<file path="src/rtl/wrr_arb_pkg.sv">
// Shared types and helpers for the weighted round-robin tenure arbiter.
// Holds the FSM state encoding and a one-hot to index decoder sized for up to 16 agents.
package wrr_arb_pkg;

  typedef enum logic [0:0] {
    IDLE = 1'b0,
    BUSY = 1'b1
  } arb_state_e;

  localparam int unsigned MAX_AGENTS = 16;
  localparam int unsigned MAX_IDX_W  = 4;

  // OR-reduction decode: exact for one-hot input, 0 for an all-zero vector.
  function automatic logic [MAX_IDX_W-1:0] onehot2idx(input logic [MAX_AGENTS-1:0] vec);
    logic [MAX_IDX_W-1:0] idx;
    idx = '0;
    for (int i = 0; i < int'(MAX_AGENTS); i++) begin
      if (vec[i]) begin
        idx = idx | MAX_IDX_W'(i);
      end
    end
    return idx;
  endfunction

endpackage

</file>
<file path="src/rtl/wrr_tenure_arbiter_rr_pick.sv">
// Combinational circular priority picker: first set request at or after i_start, wrapping at N.
// Candidate indices are precomputed per scan slot so the search is a flat priority chain.
module rr_pick #(
  parameter int N  = 4,
  parameter int IW = $clog2(N)
) (
  input  logic [N-1:0]  i_req,
  input  logic [IW-1:0] i_start,
  output logic          o_found,
  output logic [IW-1:0] o_idx
);

  logic [IW-1:0] w_cand [N];

  genvar gi;
  generate
    for (gi = 0; gi < N; gi++) begin : g_cand
      logic [IW:0] w_sum;
      assign w_sum       = {1'b0, i_start} + (IW+1)'(gi);
      assign w_cand[gi]  = (w_sum >= (IW+1)'(N)) ? IW'(w_sum - (IW+1)'(N)) : IW'(w_sum);
    end
  endgenerate

  always_comb begin
    o_found = 1'b0;
    o_idx   = '0;
    for (int k = 0; k < N; k++) begin
      if (!o_found && i_req[w_cand[k]]) begin
        o_found = 1'b1;
        o_idx   = w_cand[k];
      end
    end
  end

endmodule

</file>
<file path="src/rtl/wrr_tenure_arbiter.sv">
// Weighted round-robin arbiter for one shared resource: registered one-hot grant held until the
// owner pulses eot, with per-agent consecutive-tenure credit and an optional hold-time watchdog.
module wrr_tenure_arbiter
  import wrr_arb_pkg::*;
#(
  parameter int N        = 4,
  parameter int WW       = 3,
  parameter int MAX_HOLD = 256
) (
  input  logic                 clk,
  input  logic                 rstn,
  input  logic [N-1:0]         req,
  input  logic [N-1:0]         eot,
  input  logic [N*WW-1:0]      weight,
  output logic [N-1:0]         gnt,
  output logic [$clog2(N)-1:0] owner_id,
  output logic                 busy,
  output logic                 timeout,
  output logic [$clog2(N)-1:0] timeout_id
);

  localparam int IW = $clog2(N);
  localparam int CW = WW + 1;
  localparam int HW = (MAX_HOLD == 0) ? 1 : $clog2(MAX_HOLD + 1);
  localparam logic [HW-1:0] HOLD_LAST = HW'((MAX_HOLD == 0) ? 0 : MAX_HOLD - 1);

  arb_state_e    r_state,      w_state_next;
  logic [N-1:0]  r_gnt,        w_gnt_next;
  logic [IW-1:0] r_last,       w_last_next;
  logic [CW-1:0] r_credit,     w_credit_next;
  logic [HW-1:0] r_hold,       w_hold_next;
  logic          r_timeout,    w_timeout_next;
  logic [IW-1:0] r_timeout_id, w_timeout_id_next;

  logic [IW-1:0] w_start;
  logic          w_found;
  logic [IW-1:0] w_scan_idx;
  logic [WW-1:0] w_last_wt;
  logic [CW-1:0] w_last_lim;
  logic          w_keep_last;
  logic [IW-1:0] w_win;
  logic [CW-1:0] w_credit_inc;
  logic [IW-1:0] w_owner;
  logic [WW-1:0] w_owner_wt;
  logic          w_eot_hit;
  logic          w_wd_hit;

  assign w_start = (r_last == IW'(N - 1)) ? '0 : r_last + 1'b1;

  rr_pick #(
    .N (N)
  ) u_pick (
    .i_req   (req),
    .i_start (w_start),
    .o_found (w_found),
    .o_idx   (w_scan_idx)
  );

  // A zero weight still entitles the agent to one tenure per turn.
  assign w_last_wt    = weight[int'(r_last)*WW +: WW];
  assign w_last_lim   = (w_last_wt == '0) ? CW'(1) : {1'b0, w_last_wt};
  assign w_keep_last  = req[r_last] && (r_credit < w_last_lim);
  assign w_win        = w_keep_last ? r_last : w_scan_idx;
  // Saturate so a lone re-requester can never wrap back below its weight.
  assign w_credit_inc = (r_credit == '1) ? r_credit : r_credit + 1'b1;

  assign w_owner    = IW'(onehot2idx(MAX_AGENTS'(r_gnt)));
  assign w_owner_wt = weight[int'(w_owner)*WW +: WW];
  assign w_eot_hit  = |(eot & r_gnt);
  assign w_wd_hit   = (MAX_HOLD != 0) && (r_hold == HOLD_LAST);

  always_comb begin
    w_state_next      = r_state;
    w_gnt_next        = r_gnt;
    w_last_next       = r_last;
    w_credit_next     = r_credit;
    w_hold_next       = r_hold;
    w_timeout_next    = 1'b0;
    w_timeout_id_next = r_timeout_id;

    case (r_state)
      IDLE: begin
        if (w_found) begin
          w_gnt_next        = '0;
          w_gnt_next[w_win] = 1'b1;
          w_state_next      = BUSY;
          w_hold_next       = '0;
          w_credit_next     = (w_win == r_last) ? w_credit_inc : CW'(1);
        end
      end
      BUSY: begin
        w_hold_next = (r_hold == '1) ? r_hold : r_hold + 1'b1;
        // eot is checked first so it wins over a coincident watchdog expiry.
        if (w_eot_hit) begin
          w_gnt_next   = '0;
          w_state_next = IDLE;
          w_last_next  = w_owner;
        end else if (w_wd_hit) begin
          w_gnt_next        = '0;
          w_state_next      = IDLE;
          w_last_next       = w_owner;
          w_credit_next     = {1'b0, w_owner_wt};
          w_timeout_next    = 1'b1;
          w_timeout_id_next = w_owner;
        end
      end
      default: begin
        w_state_next = IDLE;
        w_gnt_next   = '0;
      end
    endcase
  end

  always_ff @(posedge clk or negedge rstn) begin
    if (!rstn) begin
      r_state      <= IDLE;
      r_gnt        <= '0;
      r_last       <= IW'(N - 1);
      r_credit     <= '0;
      r_hold       <= '0;
      r_timeout    <= 1'b0;
      r_timeout_id <= '0;
    end else begin
      r_state      <= w_state_next;
      r_gnt        <= w_gnt_next;
      r_last       <= w_last_next;
      r_credit     <= w_credit_next;
      r_hold       <= w_hold_next;
      r_timeout    <= w_timeout_next;
      r_timeout_id <= w_timeout_id_next;
    end
  end

  assign gnt        = r_gnt;
  assign busy       = |r_gnt;
  assign owner_id   = w_owner;
  assign timeout    = r_timeout;
  assign timeout_id = r_timeout_id;

endmodule
</file>
<file path="config.mk">
export PLATFORM = sky130hd
export DESIGN_NAME = wrr_tenure_arbiter
export DESIGN_NICKNAME = d
export VERILOG_FILES = /design/src/rtl/wrr_arb_pkg.sv /design/src/rtl/wrr_tenure_arbiter_rr_pick.sv /design/src/rtl/wrr_tenure_arbiter.sv
export SDC_FILE = /design/constraint.sdc
export NUM_CORES = 1
export LEC_CHECK = 0
export ABC_AREA = 1
export CORE_AREA = 5 5 86 88
export DETAILED_ROUTE_END_ITERATION = 10
export DIE_AREA = 0 0 91 93
export PLACE_DENSITY = 0.61
export SLEW_MARGIN = 10
export SYNTH_ARGS = -nofsm -noshare
export SYNTH_HDL_FRONTEND = slang
export SYNTH_HIERARCHICAL = 1
export SYNTH_SLANG_ARGS = --single-unit
</file>
<file path="constraint.sdc">
create_clock -name clk -period 3.25 [get_ports clk]
set_input_delay 0.975 -clock clk [delete_from_list [all_inputs] [get_ports clk]]
set_output_delay 0.975 -clock clk [all_outputs]
set_load 0.05 [all_outputs]
</file>
==> summary.txt <==
==============================================================================
Slowest stage cell, crit path                                     clkdlybuf4s50_1
Clock root buffer master                                              clkbuf_8
Synth async-reset ratio                                                   100%
Max Cap Violations                                                           0
Top-Level Pins                                                              32
Seq cells post-synth                                                        23
Req. time, crit path                                                   2.27 ns
Count of input and output buffers                                           31
Average wire per cell in the routed design                             12.1 um
Length of the first detailed-routing pass in iterations                      4
FILL cells                                                                 701
Share of cells above drive strength 1                                    14.9%
Starting density of the core                                             29.1%
Smallest setup slack after layout                                     0.376 ns
Actual transition at the worst max-transition pin                     0.748 ns
Critical Path Start Type                                             flip-flop
Cts hold-fix bufs                                                            0
Main area contributors after synthesis                            dfrtp_1, nand2_1, nand3_1
Ranking of synthesized cells by instance count                    nand2_1, inv_1, nand3_1, nor2_1
Switching power total                                                  1260 uW
Period utilisation layout                                                88.4%
Area Growth Syn to Fin                                                   22.7%
DRT iter0 DRCs                                                             114
Setup violators final                                                        0
H-tree depth                                                                 1
LEAKAGE                                                             0.00112 uW
Count of distinct cell types in the synthesized netlist                     30
Number of diodes added for antenna fixing                                    0
Pre-CTS setup slack                                                   0.193 ns
Number of pins with negative max-slew slack in the final report              0
Path category of the worst min-delay check                        flip-flop to flip-flop
Cells along the critical path                                     nor2_1 -> inv_1 -> clkdlybuf4s50_1
Final net count                                                            345
Post-synthesis sequential area ratio                                     30.2%
Type of the worst setup path                                      flip-flop to output port
Post-synthesis cell count                                                  282
Via count of the first global-routing pass                               1,818
Top FF cell, synth                                                     dfrtp_1
Number of post-CTS setup repair buffers                                      0
Number of buffers added by the clock tree synthesis step                     3
Peak Freq                                                              348 MHz
Estimated wirelength of the detail-placed design                       3840 um
Post-synthesis instance area                                          1910 um2
Worst-case vdd ir drop                                                0.556 mV
Number of enable flip-flop cells after synthesis                             0
Routed wire length                                                     4790 um
CP Data Arrival Time                                                   1.90 ns
Vertical die dimension                                                   93 um
Antenna violations before repair                                             0
Number of placement rows                                                    30
GRT Overall Usage                                                        11.8%
Drc violations                                                               0
Slew margin rel.                                                         50.0%
Largest fanout on the critical path                                          6
Top-count cell post-synth                                              nand2_1
PD cells                                                            969 nW/um2
Skew-Pair Late Insertion Delay                                         0.27 ns
Share of the synthesized area in the top cell type                       27.5%
Max Root-Sink Buffers                                                        2
Residual overflow from global routing                                        0
Element type at the critical path end                              output port
Vias post-DR                                                             1,878
Number of nets in the synthesized netlist                                  311
Clock share of power                                                      8.0%
Final-layout setup total negative slack                                   0 ns
Clock Skews                                                         0.00192 ns
Core area                                                             6570 um2
Final weighted congestion in routability-driven placement                0.842
Internal Power                                                         1020 uW
Sinks on the clock net                                                      23
DIE AREA                                                              8460 um2
Syn Area/Cell                                                         6.79 um2
Run status                                                        finished, final reports clean
Seq pwr share                                                            22.0%
Maximum number of pins on one net before global-route repair                17
Vias per inst                                                             4.75
Count of yosys warnings during synthesis                                     6
Final hold violations                                                        0
Die Wd                                                                   91 um
Period minus WS final                                                  2.87 ns
Clk slew on worst S/H paths                                            0.08 ns
Wire length of the first global-routing pass                           8420 um
RSZ-0062 raised after global routing                                        no
Post-CTS resize count                                                        0
Clock tree from TritonCTS                                                built
Largest area contributor in the netlist                                dfrtp_1
Switching power share of the total                                       55.2%
Fraction of power consumed by combinational cells                        70.1%
Post-DRT Antenna Nets                                                        0
Delay of the slowest critical-path stage                               0.73 ns
Core Util, Final                                                         35.8%
==============================================================================
power groups by stage:
| stage | logic [uW] | clock network, uW | registers [uW] |
|---|---|---|---|
| 6_report | 1600 | 182 | 500 |
| 5_1_grt | 1810 | 202 | 514 |
| 4_1_cts | 1600 | 185 | 499 |
| 3_5_place_dp | 1590 | 0 | 504 |
| 3_3_place_gp | 1580 | 0 | 504 |
| 2_1_floorplan | 1270 | 0 | 487 |
cell usage in the layout (no fill, tap or decap), types with 2 or more instances in the layout:
| master | Yosys | final |
|---|---|---|
| inv_2 | 5 | 5 |
| clkdlybuf4s50_1 | 0 | 31 |
| a22o_1 | 2 | 2 |
| dfrtp_1 | 21 | 21 |
| nand3_1 | 24 | 24 |
| ha_1 | 7 | 7 |
| o21ai_1 | 2 | 2 |
| nand2_1 | 79 | 79 |
| nand2_4 | 5 | 5 |
| clkbuf_8 | 0 | 3 |
| or2_2 | 2 | 2 |
| nor3_1 | 5 | 5 |
| buf_4 | 1 | 3 |
| nand2_2 | 18 | 18 |
| o22ai_1 | 10 | 10 |
| inv_1 | 32 | 32 |
| nor2_1 | 22 | 22 |
| dfstp_2 | 2 | 2 |
| o21ai_0 | 21 | 21 |
| nand3_2 | 5 | 5 |
| a21oi_1 | 6 | 6 |
cells by family (layout without fill, tap and decap cells):
logic type	Yosys count	after routing	share of synthesized area (%)
and+or+nand+nor	166	166	42.5
xor gates and xnor gates	2	2	0.915
DFF	23	23	30.2
AOI/OAI and AO/OA	42	42	12.2
buffers and inverters	42	75	9.61
adders and majority gates	7	7	4.57
flip-flops by register name (all words and copies together) (netlist names):
register and cells:
gnt 4, r_credit 4, r_hold 9, r_last 2, r_state 1, timeout 1, timeout_id 2
worst paths after layout:
path / start / endpoint / slack [ns] / depth (start not counted)
min in group asynchronous: rstn / r_hold[2] / 1.14 / 1
setup reg to reg: r_last[0] / r_hold[6] / 0.49 / 15
max in group asynchronous: rstn / r_credit[0] / 1.51 / 2
hold / removal: timeout_id[1] / timeout_id[1] / 0.50 / 2
hold reg to reg: timeout_id[1] / timeout_id[1] / 0.50 / 2
setup / recovery: gnt[1] / owner_id[0] / 0.38 / 3
per-layer routing:
metal / track usage [%] / up-vias / routed length (um)
li1: - / 980 / -
met1: 15.8 / 849 / 2300
met2: 19.4 / 40 / 2180
met3: 1.69 / 9 / 218
met4: 4.16 / 0 / 80
met5: 0 / - / 0
through the flow:
stage,hold slack (ns),instance area [um2],power [uW],instances
global route,0.550,2350,2530,395
CTS,0.496,2350,2290,395
detailed placement,0.476,2300,2100,391
floorplan,0.474,1910,1760,282
finish,0.501,2350,2280,395
global placement,0.478,2300,2090,391
layout make-up:
| class | instances | area, um2 | area share [%] |
|---|---|---|---|
| Clock inverter | 1 | 5.00 | 0.213 |
| Clock buffer | 3 | 41.3 | 1.76 |
| Inverter | 37 | 139 | 5.91 |
| Sequential cell | 23 | 578 | 24.6 |
| Timing Repair Buffer | 34 | 333 | 14.2 |
| Tap cell | 80 | 100 | 4.26 |
| Multi-Input combinational cell | 217 | 1150 | 49.1 |
worst max-delay path, delay by kind of cell (launching register included):
family | cells | cell delay, ns
and+or+nand+nor | 1 | 0.28
DFF | 1 | 0.47
buffers and inverters | 2 | 0.88
No activity file was read; power rests on OpenSTA's default activity.
